`src/rtl/pdm_pkg.sv`:
```
// rtl/pdm_pkg.sv - shared constants and elaboration helpers for the PDM receive path
package pdm_pkg;

  localparam real DEF_CLK_FREQ  = 100.0;
  localparam real DEF_MCLK_FREQ = 2.5;

  function automatic int pdm_half(input real clk_f, input real mclk_f);
    return $rtoi(clk_f / (2.0 * mclk_f));
  endfunction

  // The divider only produces an exact mic clock for an integral half period of at least 2.
  function automatic bit pdm_half_ok(input real clk_f, input real mclk_f);
    real h;
    h = clk_f / (2.0 * mclk_f);
    return (h >= 2.0) && (h == $itor($rtoi(h)));
  endfunction

  function automatic int pdm_aw(input int sample_count);
    return $clog2(sample_count);
  endfunction

endpackage

```
`src/rtl/pdm_window_acc.sv`:
```
// rtl/pdm_window_acc.sv - ones counter over one decimation window, cleared when its window closes
module pdm_window_acc #(
  parameter int AW = 7
) (
  input  logic        clk,
  input  logic        reset,
  input  logic        sample_en,
  input  logic        bit_in,
  input  logic        close,
  output logic [AW:0] total
);

  logic [AW:0] acc_q;

  // total includes the bit arriving with the closing sample, so the window is complete.
  assign total = acc_q + {{AW{1'b0}}, bit_in};

  always_ff @(posedge clk) begin
    if (reset) begin
      acc_q <= '0;
    end else if (close) begin
      acc_q <= '0;
    end else if (sample_en) begin
      acc_q <= total;
    end
  end

endmodule

```
`src/rtl/pdm_input.sv`:
```
// rtl/pdm_input.sv - PDM mic clock generation, sampling and half-window overlapped decimation
module pdm_input
  import pdm_pkg::*;
#(
  parameter real CLK_FREQ     = DEF_CLK_FREQ,
  parameter real MCLK_FREQ    = DEF_MCLK_FREQ,
  parameter int  SAMPLE_COUNT = 128,
  localparam int AW           = pdm_aw(SAMPLE_COUNT)
) (
  input  logic          clk,
  input  logic          reset,
  output logic          m_clk,
  input  logic          m_data,
  output logic [AW-1:0] amplitude,
  output logic          amplitude_valid
);

  localparam int HALF = pdm_half(CLK_FREQ, MCLK_FREQ);
  localparam int CW   = (HALF > 2) ? $clog2(HALF) : 1;
  localparam logic [CW-1:0] CNT_LAST = CW'(HALF - 1);
  localparam logic [AW-1:0] CLOSE0   = AW'(SAMPLE_COUNT - 1);
  localparam logic [AW-1:0] CLOSE1   = AW'(SAMPLE_COUNT / 2 - 1);

  if (!pdm_half_ok(CLK_FREQ, MCLK_FREQ)) begin : g_bad_half
    $error("pdm_input: CLK_FREQ/(2*MCLK_FREQ) must be an integer >= 2");
  end
  if (SAMPLE_COUNT < 4 || SAMPLE_COUNT > 1024 ||
      (SAMPLE_COUNT & (SAMPLE_COUNT - 1)) != 0) begin : g_bad_count
    $error("pdm_input: SAMPLE_COUNT must be a power of two in 4..1024");
  end

  logic [CW-1:0] clk_cnt_q, clk_cnt_d;
  logic          m_clk_q, m_clk_d;
  logic [AW-1:0] sample_cnt_q, sample_cnt_d;
  logic          first_q, first_d;
  logic [AW-1:0] amp_q, amp_d;
  logic          valid_q, valid_d;

  logic          wrap, rise, close0, close1;
  logic [AW:0]   total0, total1;

  function automatic logic [AW-1:0] saturate(input logic [AW:0] t);
    return t[AW] ? {AW{1'b1}} : t[AW-1:0];
  endfunction

  assign wrap   = (clk_cnt_q == CNT_LAST);
  assign rise   = wrap && !m_clk_q;
  assign close0 = rise && (sample_cnt_q == CLOSE0);
  assign close1 = rise && (sample_cnt_q == CLOSE1);

  // Two windows offset by half a window give one output every SAMPLE_COUNT/2 samples.
  pdm_window_acc #(.AW(AW)) u_acc0 (
    .clk       (clk),
    .reset     (reset),
    .sample_en (rise),
    .bit_in    (m_data),
    .close     (close0),
    .total     (total0)
  );

  pdm_window_acc #(.AW(AW)) u_acc1 (
    .clk       (clk),
    .reset     (reset),
    .sample_en (rise),
    .bit_in    (m_data),
    .close     (close1),
    .total     (total1)
  );

  always_comb begin
    clk_cnt_d    = wrap ? '0 : clk_cnt_q + 1'b1;
    m_clk_d      = m_clk_q ^ wrap;
    sample_cnt_d = rise ? sample_cnt_q + 1'b1 : sample_cnt_q;
    first_d      = first_q;
    amp_d        = amp_q;
    valid_d      = 1'b0;
    if (close0) begin
      amp_d   = saturate(total0);
      valid_d = 1'b1;
    end else if (close1) begin
      // acc1's first window after reset is only half full, so it is dropped.
      if (first_q) begin
        first_d = 1'b0;
      end else begin
        amp_d   = saturate(total1);
        valid_d = 1'b1;
      end
    end
  end

  always_ff @(posedge clk) begin
    if (reset) begin
      clk_cnt_q    <= '0;
      m_clk_q      <= 1'b0;
      sample_cnt_q <= '0;
      first_q      <= 1'b1;
      amp_q        <= '0;
      valid_q      <= 1'b0;
    end else begin
      clk_cnt_q    <= clk_cnt_d;
      m_clk_q      <= m_clk_d;
      sample_cnt_q <= sample_cnt_d;
      first_q      <= first_d;
      amp_q        <= amp_d;
      valid_q      <= valid_d;
    end
  end

  assign m_clk           = m_clk_q;
  assign amplitude       = amp_q;
  assign amplitude_valid = valid_q;

endmodule
```
`config.mk`:
```
export PLATFORM = sky130hd
export DESIGN_NAME = pdm_input
export DESIGN_NICKNAME = d
export VERILOG_FILES = /design/src/rtl/pdm_pkg.sv /design/src/rtl/pdm_window_acc.sv /design/src/rtl/pdm_input.sv
export SDC_FILE = /design/constraint.sdc
export NUM_CORES = 1
export LEC_CHECK = 0
export ABC_AREA = 1
export BUFFER_PORTS_ARGS = -buffer_cell sky130_fd_sc_hd__clkbuf_2
export CORE_ASPECT_RATIO = 0.6
export CORE_MARGIN = 5
export CORE_UTILIZATION = 60
export CTS_BUF_LIST = sky130_fd_sc_hd__clkbuf_4
export DETAILED_ROUTE_END_ITERATION = 8
export PLACE_DENSITY = 0.86
export SETUP_SLACK_MARGIN = 0.05
export SYNTH_ARGS = -nofsm -noshare
export SYNTH_HDL_FRONTEND = slang
export SYNTH_SLANG_ARGS = --single-unit
```
`constraint.sdc`:
```
create_clock -name clk -period 5.7 [get_ports clk]
set_clock_uncertainty 0.1 [all_clocks]
set_input_delay 0.285 -clock clk [delete_from_list [all_inputs] [get_ports clk]]
set_output_delay 0.285 -clock clk [all_outputs]
set_load 0.01 [all_outputs]
```
==> results.json, run 1 <==
{
  "hold_class": "input pin to flop",
  "clockBufferDepth": 2,
  "antennaDiodeCount": 0,
  "holdBufCountCts": 0,
  "leakage_nw": 0.8946,
  "synth_top_flop_cell": "dfxtp_1",
  "worst_hold_path.endpoint": "m_clk",
  "cts_sinks": 38,
  "fp.dieH_um": 54.63,
  "required_ns": 5.87,
  "drt-met1-wl_um": 2125,
  "post_cts_buffers": 0,
  "hold_slack_ns": 0.1408,
  "antenna_found_initial": 0,
  "crit_chain": "ha_1 -> inv_1 -> nor4_1 -> ha_1 -> nand2_1 -> inv_1 -> nand3_4 -> a21oi_4 -> nand3_1 -> nand2_1 -> inv_1",
  "fin_cells": 350,
  "syn_nets": 304,
  "critPathLaunch": "clk_cnt_q[0]",
  "grt_usage_pct": 19.44,
  "synth_top_cell_by_area": "dfxtp_1",
  "vias": 1812,
  "routed_wl_um": 4001,
  "synth_commonest_cells": "nand2_1 (77), nor2_1 (41), inv_1 (39), dfxtp_1 (38), nand3_1 (31)",
  "postLayoutCoreUtil_pct": 65.33,
  "regToRegStartpoint": "clk_cnt_q[0]",
  "hold_viol": 0,
  "die_w_um": 84.39,
  "r2r_setup_slack_ns": 2.70,
  "tightest_slew_ns": 0.9227,
  "critical_path_class": "flop to flop",
  "synth_cell_type_count": 28,
  "num_io_pins": 12,
  "wl_met3_um": 239,
  "worst-path-max-fanout": 29,
  "netlist.area_leader.share_pct": 38.19,
  "syn_area_sq_mm": 0.001992,
  "slew_violations": 0,
  "hold_depth": 2,
  "grt_pass1_vias": 1569,
  "yosysMostFrequentCell": "nand2_1",
  "outcome": "complete, no violations",
  "grt.overflow.total": 0,
  "end_kind": "flop",
  "drtIter0Drc": 95,
  "cts_root_buf": "clkbuf_4",
  "maxCapViolCount": 0,
  "critPathArrivalTime_ns": 3.17,
  "clk_latency_ns": 0.35,
  "std_cell_rows": 16,
  "dp.cells": 342,
  "start_kind": "flop",
  "ys_ff_latch": 38,
  "area_growth_pct": 5.716,
  "dpl.hpwl_um": 2983,
  "top_layer_used": "met4",
  "port_buffers": 11,
  "ff2ff_path_depth": 11,
  "synth_edf_count": 0,
  "avgViaCountPerCell": 5.177,
  "rsz0062_at_grt": "false",
  "htreeDepth": 2,
  "vdd_drop_max_mv": 0.1417,
  "async_flop_share_pct": 0,
  "yosysWarnings": 0,
  "core_area_sq_mm": 0.003223,
  "synth_cells": 294,
  "crit_cells": 11,
  "crit_buf_inv": 3,
  "nNetsFinal": 314,
  "powerDensity_mw_per_mm2": 195.6,
  "hold_start": "reset",
  "grt_max_degree": 30,
  "avgSynthCellArea_sq_um": 6.775,
  "place_congestion": 0.8405,
  "initial_core_util_pct": 61.80,
  "crit_slowest_cell": "ha_1",
  "tritoncts.num_buffers": 5,
  "setup-tns-final_ns": 0,
  "grt_pass1_wl_um": 6982,
  "die_area_sq_mm": 0.004610,
  "cts_tree": "done",
  "wl_per_cell_um": 11.43,
  "routed-wl-met2_um": 1572,
  "relSlewSlack_pct": 38.48,
  "drive_above_1_share_pct": 7.869,
  "r2r_end": "amplitude[1]",
  "ant_nets": 0,
  "seq_area_frac_synth_pct": 38.19,
  "clkTransAtPathRegs_ns": 0.11,
  "firstDrtPassIters": 4,
  "critPathTopFamily": "adder cells",
  "period_share_pct": 52.69,
  "drcViolationCount": 0,
  "ctsResizeCount": 0,
  "clock.fmax_ghz": 0.3330,
  "setup_viol": 0,
  "cpPeakStageDelay_ns": 0.84,
  "synthTopCellsByArea": "dfxtp_1 (38%), nand2_1 (15%), nand3_1 (7.8%)",
  "fin_crit_ns": 3.003,
  "crit_path_frequent_cell": "inv_1"
}
power breakdown:
| group | internal, W | switching (W) | total [W] |
|---|---|---|---|
| combinational | 0.00000366 | 0.00000753 | 0.0000112 |
| sequential | 0.000267 | 0.00000139 | 0.000269 |
| clock | 0.0000440 | 0.0000881 | 0.000132 |
| total | 0.000315 | 0.0000970 | 0.000412 |
metal layers:
metal / global-route usage [%] / vias to the layer above
li1: - / 959
met4: 8.947 / 0
met2: 27.62 / 39
met3: 5.113 / 9
met1: 27.59 / 805
met5: 0 / -
cell usage in the layout (no fill, tap or decap), drive strengths merged, types with 2 or more instances in the layout:
cell type | synthesis | final
a211oi | 8 | 8
o21bai | 2 | 2
o21ai | 7 | 7
or2 | 2 | 2
nor2 | 43 | 43
clkbuf | 1 | 16
dfxtp | 38 | 38
nand3 | 32 | 32
nand2 | 79 | 79
a21oi | 15 | 15
ha | 7 | 7
clkinv | 1 | 4
nand4 | 6 | 6
inv | 39 | 39
xnor2 | 4 | 4
logic make-up after synthesis:
group	Yosys count	synth area share [%]
buffers and inverters	48	9.861
XOR/XNOR	5	2.198
adder cells (fa/ha/maj)	7	4.397
AND/OR/NAND/NOR	164	35.49
AO/OA/AOI/OAI	32	9.862
flip-flops	38	38.19
how the worst max path moves through the flow:
stage                 endpoint  slack [ns]
6_report          amplitude[1]        2.70
4_1_cts           amplitude[1]        2.69
5_1_grt        u_acc0.acc_q[6]        2.34
3_3_place_gp      amplitude[1]        2.76
2_1_floorplan     amplitude[0]        3.68
3_5_place_dp      amplitude[1]        2.69
cell type report:
type | instances | area (sq um)
repair buffers | 11 | 55.05
clock inverters | 3 | 11.26
multi-input cells | 208 | 1035
inverters | 40 | 150.1
clock buffers | 5 | 37.54
flip-flops and latches | 38 | 760.7
fillers | 296 | 1117
well taps | 45 | 56.30
per-stage QoR:
step	area, sq um	setup WS (ns)	total power, W
floorplan	1992	3.680	0.0002829
global placement	2057	2.760	0.0002856
detailed placement	2057	2.688	0.0002859
CTS	2106	2.691	0.0004151
global route	2106	2.344	0.0004288
finish	2106	2.697	0.0004119
flip-flops by register name, indices dropped and copies added (netlist names):
name / cells
u_acc0.acc_q: 8
amplitude_valid: 1
m_clk: 1
u_acc1.acc_q: 8
amplitude: 7
first_q: 1
sample_cnt_q: 7
clk_cnt_q: 5
Power figures use the tool's default switching activity.
==> run 2, diff against run 1 <==
==> constraint.sdc (replaced) <==
create_clock -name clk -period 3 [get_ports clk]
set_clock_uncertainty 0.1 [all_clocks]
set_input_delay 0.15 -clock clk [delete_from_list [all_inputs] [get_ports clk]]
set_output_delay 0.15 -clock clk [all_outputs]
set_load 0.01 [all_outputs]
==> results.json, run 2 (synthesized netlist as in run 1, its figures left out) <==
{
  "tritoncts.num_buffers": 5,
  "vias": 1787,
  "intPower_w": 0.0006877,
  "firstDrtPassIters": 6,
  "worst_hold_path.endpoint": "m_clk",
  "antennaDiodeCount": 0,
  "crit_slowest_cell": "dfxtp_1",
  "leakage_nw": 0.9173,
  "clock_power_share_pct": 39.1,
  "clk_latency_ns": 0.34,
  "ant_nets": 0,
  "pwr-share-comb_pct": 2.6,
  "drcViolationCount": 0,
  "vdd_drop_max_mv": 0.3227,
  "grt_max_degree": 23,
  "critical_path_class": "flop to flop",
  "hold_class": "input pin to flop",
  "hold_start": "reset",
  "slew_violations": 0,
  "crit_path_frequent_cell": "inv_1",
  "hold_depth": 2,
  "core_area_sq_mm": 0.003223,
  "nNetsFinal": 315,
  "cpPeakStageDelay_ns": 0.38,
  "p_total_w": 0.0008748,
  "wl_per_cell_um": 11.63,
  "holdBufCountCts": 0,
  "std_cell_rows": 16,
  "dpl.hpwl_um": 3128,
  "p_sw_share_pct": 21.39,
  "cts_sinks": 38,
  "relSlewSlack_pct": 72.37,
  "worst-path-max-fanout": 13,
  "r2r_setup_slack_ns": 0.49,
  "area_growth_pct": 7.537,
  "fp.dieH_um": 54.63,
  "rsz0062_at_grt": "false",
  "drtIter0Drc": 116,
  "top_regs": "u_acc0.acc_q x8, u_acc1.acc_q x8",
  "powerDensity_mw_per_mm2": 408.4,
  "antenna_found_initial": 0,
  "required_ns": 3.15,
  "htreeDepth": 2,
  "critPathArrivalTime_ns": 2.66,
  "final_cell_mix": "nand2_1 (77), nor2_1 (41), inv_1 (39)",
  "die_w_um": 84.39,
  "critPathTopFamily": "simple AND/OR/NAND/NOR gates",
  "outcome": "complete, no violations",
  "grt.overflow.total": 0,
  "regToRegStartpoint": "clk_cnt_q[0]",
  "grt_pass1_vias": 1548,
  "crit_buf_inv": 3,
  "crit_chain": "ha_1 -> inv_1 -> nor4_1 -> ha_1 -> nand2_1 -> inv_1 -> nand3_4 -> a21oi_4 -> nand3_1 -> nand2_1 -> inv_1",
  "r2r_end": "amplitude[4]",
  "ff2ff_path_depth": 11,
  "clockBufferDepth": 2,
  "initial_core_util_pct": 61.80,
  "die_area_sq_mm": 0.004610,
  "cts_root_buf": "clkbuf_4",
  "post_cts_buffers": 0,
  "start_kind": "flop",
  "end_kind": "flop",
  "port_buffers": 11,
  "seqPwrFrac_pct": 58.4,
  "avgViaCountPerCell": 5.091,
  "grt_usage_pct": 19.97,
  "fin_crit_ns": 2.508,
  "num_io_pins": 12,
  "setup_viol": 0,
  "postLayoutCoreUtil_pct": 66.46,
  "ctsResizeCount": 0,
  "cts_tree": "done",
  "drive_above_1_share_pct": 9.150,
  "period_share_pct": 83.60,
  "clkTransAtPathRegs_ns": 0.12,
  "setup-tns-final_ns": 0,
  "hold_viol": 0,
  "clock.fmax_ghz": 0.3987,
  "routed_wl_um": 4082,
  "final_common_cell": "nand2_1",
  "grt_pass1_wl_um": 7176,
  "switching_power_w": 0.0001871,
  "tightest_slew_ns": 0.4107,
  "maxCapViolCount": 0,
  "place_congestion": 0.8421
}
[run 2: how the worst max path moves through the flow]
stage	start	depth (start not counted)	slack (ns)	end
floorplan	clk_cnt_q[0]	12	0.98	amplitude[0]
global placement	clk_cnt_q[0]	11	0.73	amplitude[3]
detailed placement	clk_cnt_q[0]	11	0.51	amplitude[4]
CTS	clk_cnt_q[0]	11	0.49	amplitude[4]
global route	clk_cnt_q[0]	12	0.17	amplitude[0]
finish	clk_cnt_q[0]	11	0.49	amplitude[4]
[run 2: per-layer routing]
layer,vias up,global-route usage [%],wire [um]
met5,-,0,0
met4,0,6.316,38
met3,5,4.962,200
met2,32,28.53,1626
met1,791,29.37,2217
li1,959,-,-
[run 2: metrics by stage]
step / std cells / setup WS [ns] / hold WS (ns) / cell area, sq um
global placement: 343 / 0.7256 / 0.3312 / 2064
finish: 351 / 0.4920 / 0.02085 / 2142
floorplan: 294 / 0.9802 / 0.3028 / 1992
global route: 351 / 0.1713 / 0.03374 / 2142
detailed placement: 343 / 0.5059 / 0.3504 / 2064
CTS: 351 / 0.4908 / 0.008484 / 2142
[run 2: cell type report]
type | instances | area (sq um)
Multi-Input combinational cell | 208 | 1035
Clock buffer | 5 | 37.54
Fill cell | 281 | 1081
Tap cell | 45 | 56.30
Sequential cell | 38 | 760.7
Inverter | 40 | 150.1
Clock inverter | 3 | 40.04
Timing Repair Buffer | 12 | 62.56
[run 2: power by group through the flow]
stage,logic (W),registers [W],clock network [W]
CTS,0.0000224,0.000511,0.000350
finish,0.0000223,0.000510,0.000342
floorplan,0.0000160,0.000521,0
global placement,0.0000216,0.000522,0
global route,0.0000251,0.000511,0.000376
detailed placement,0.0000223,0.000522,0
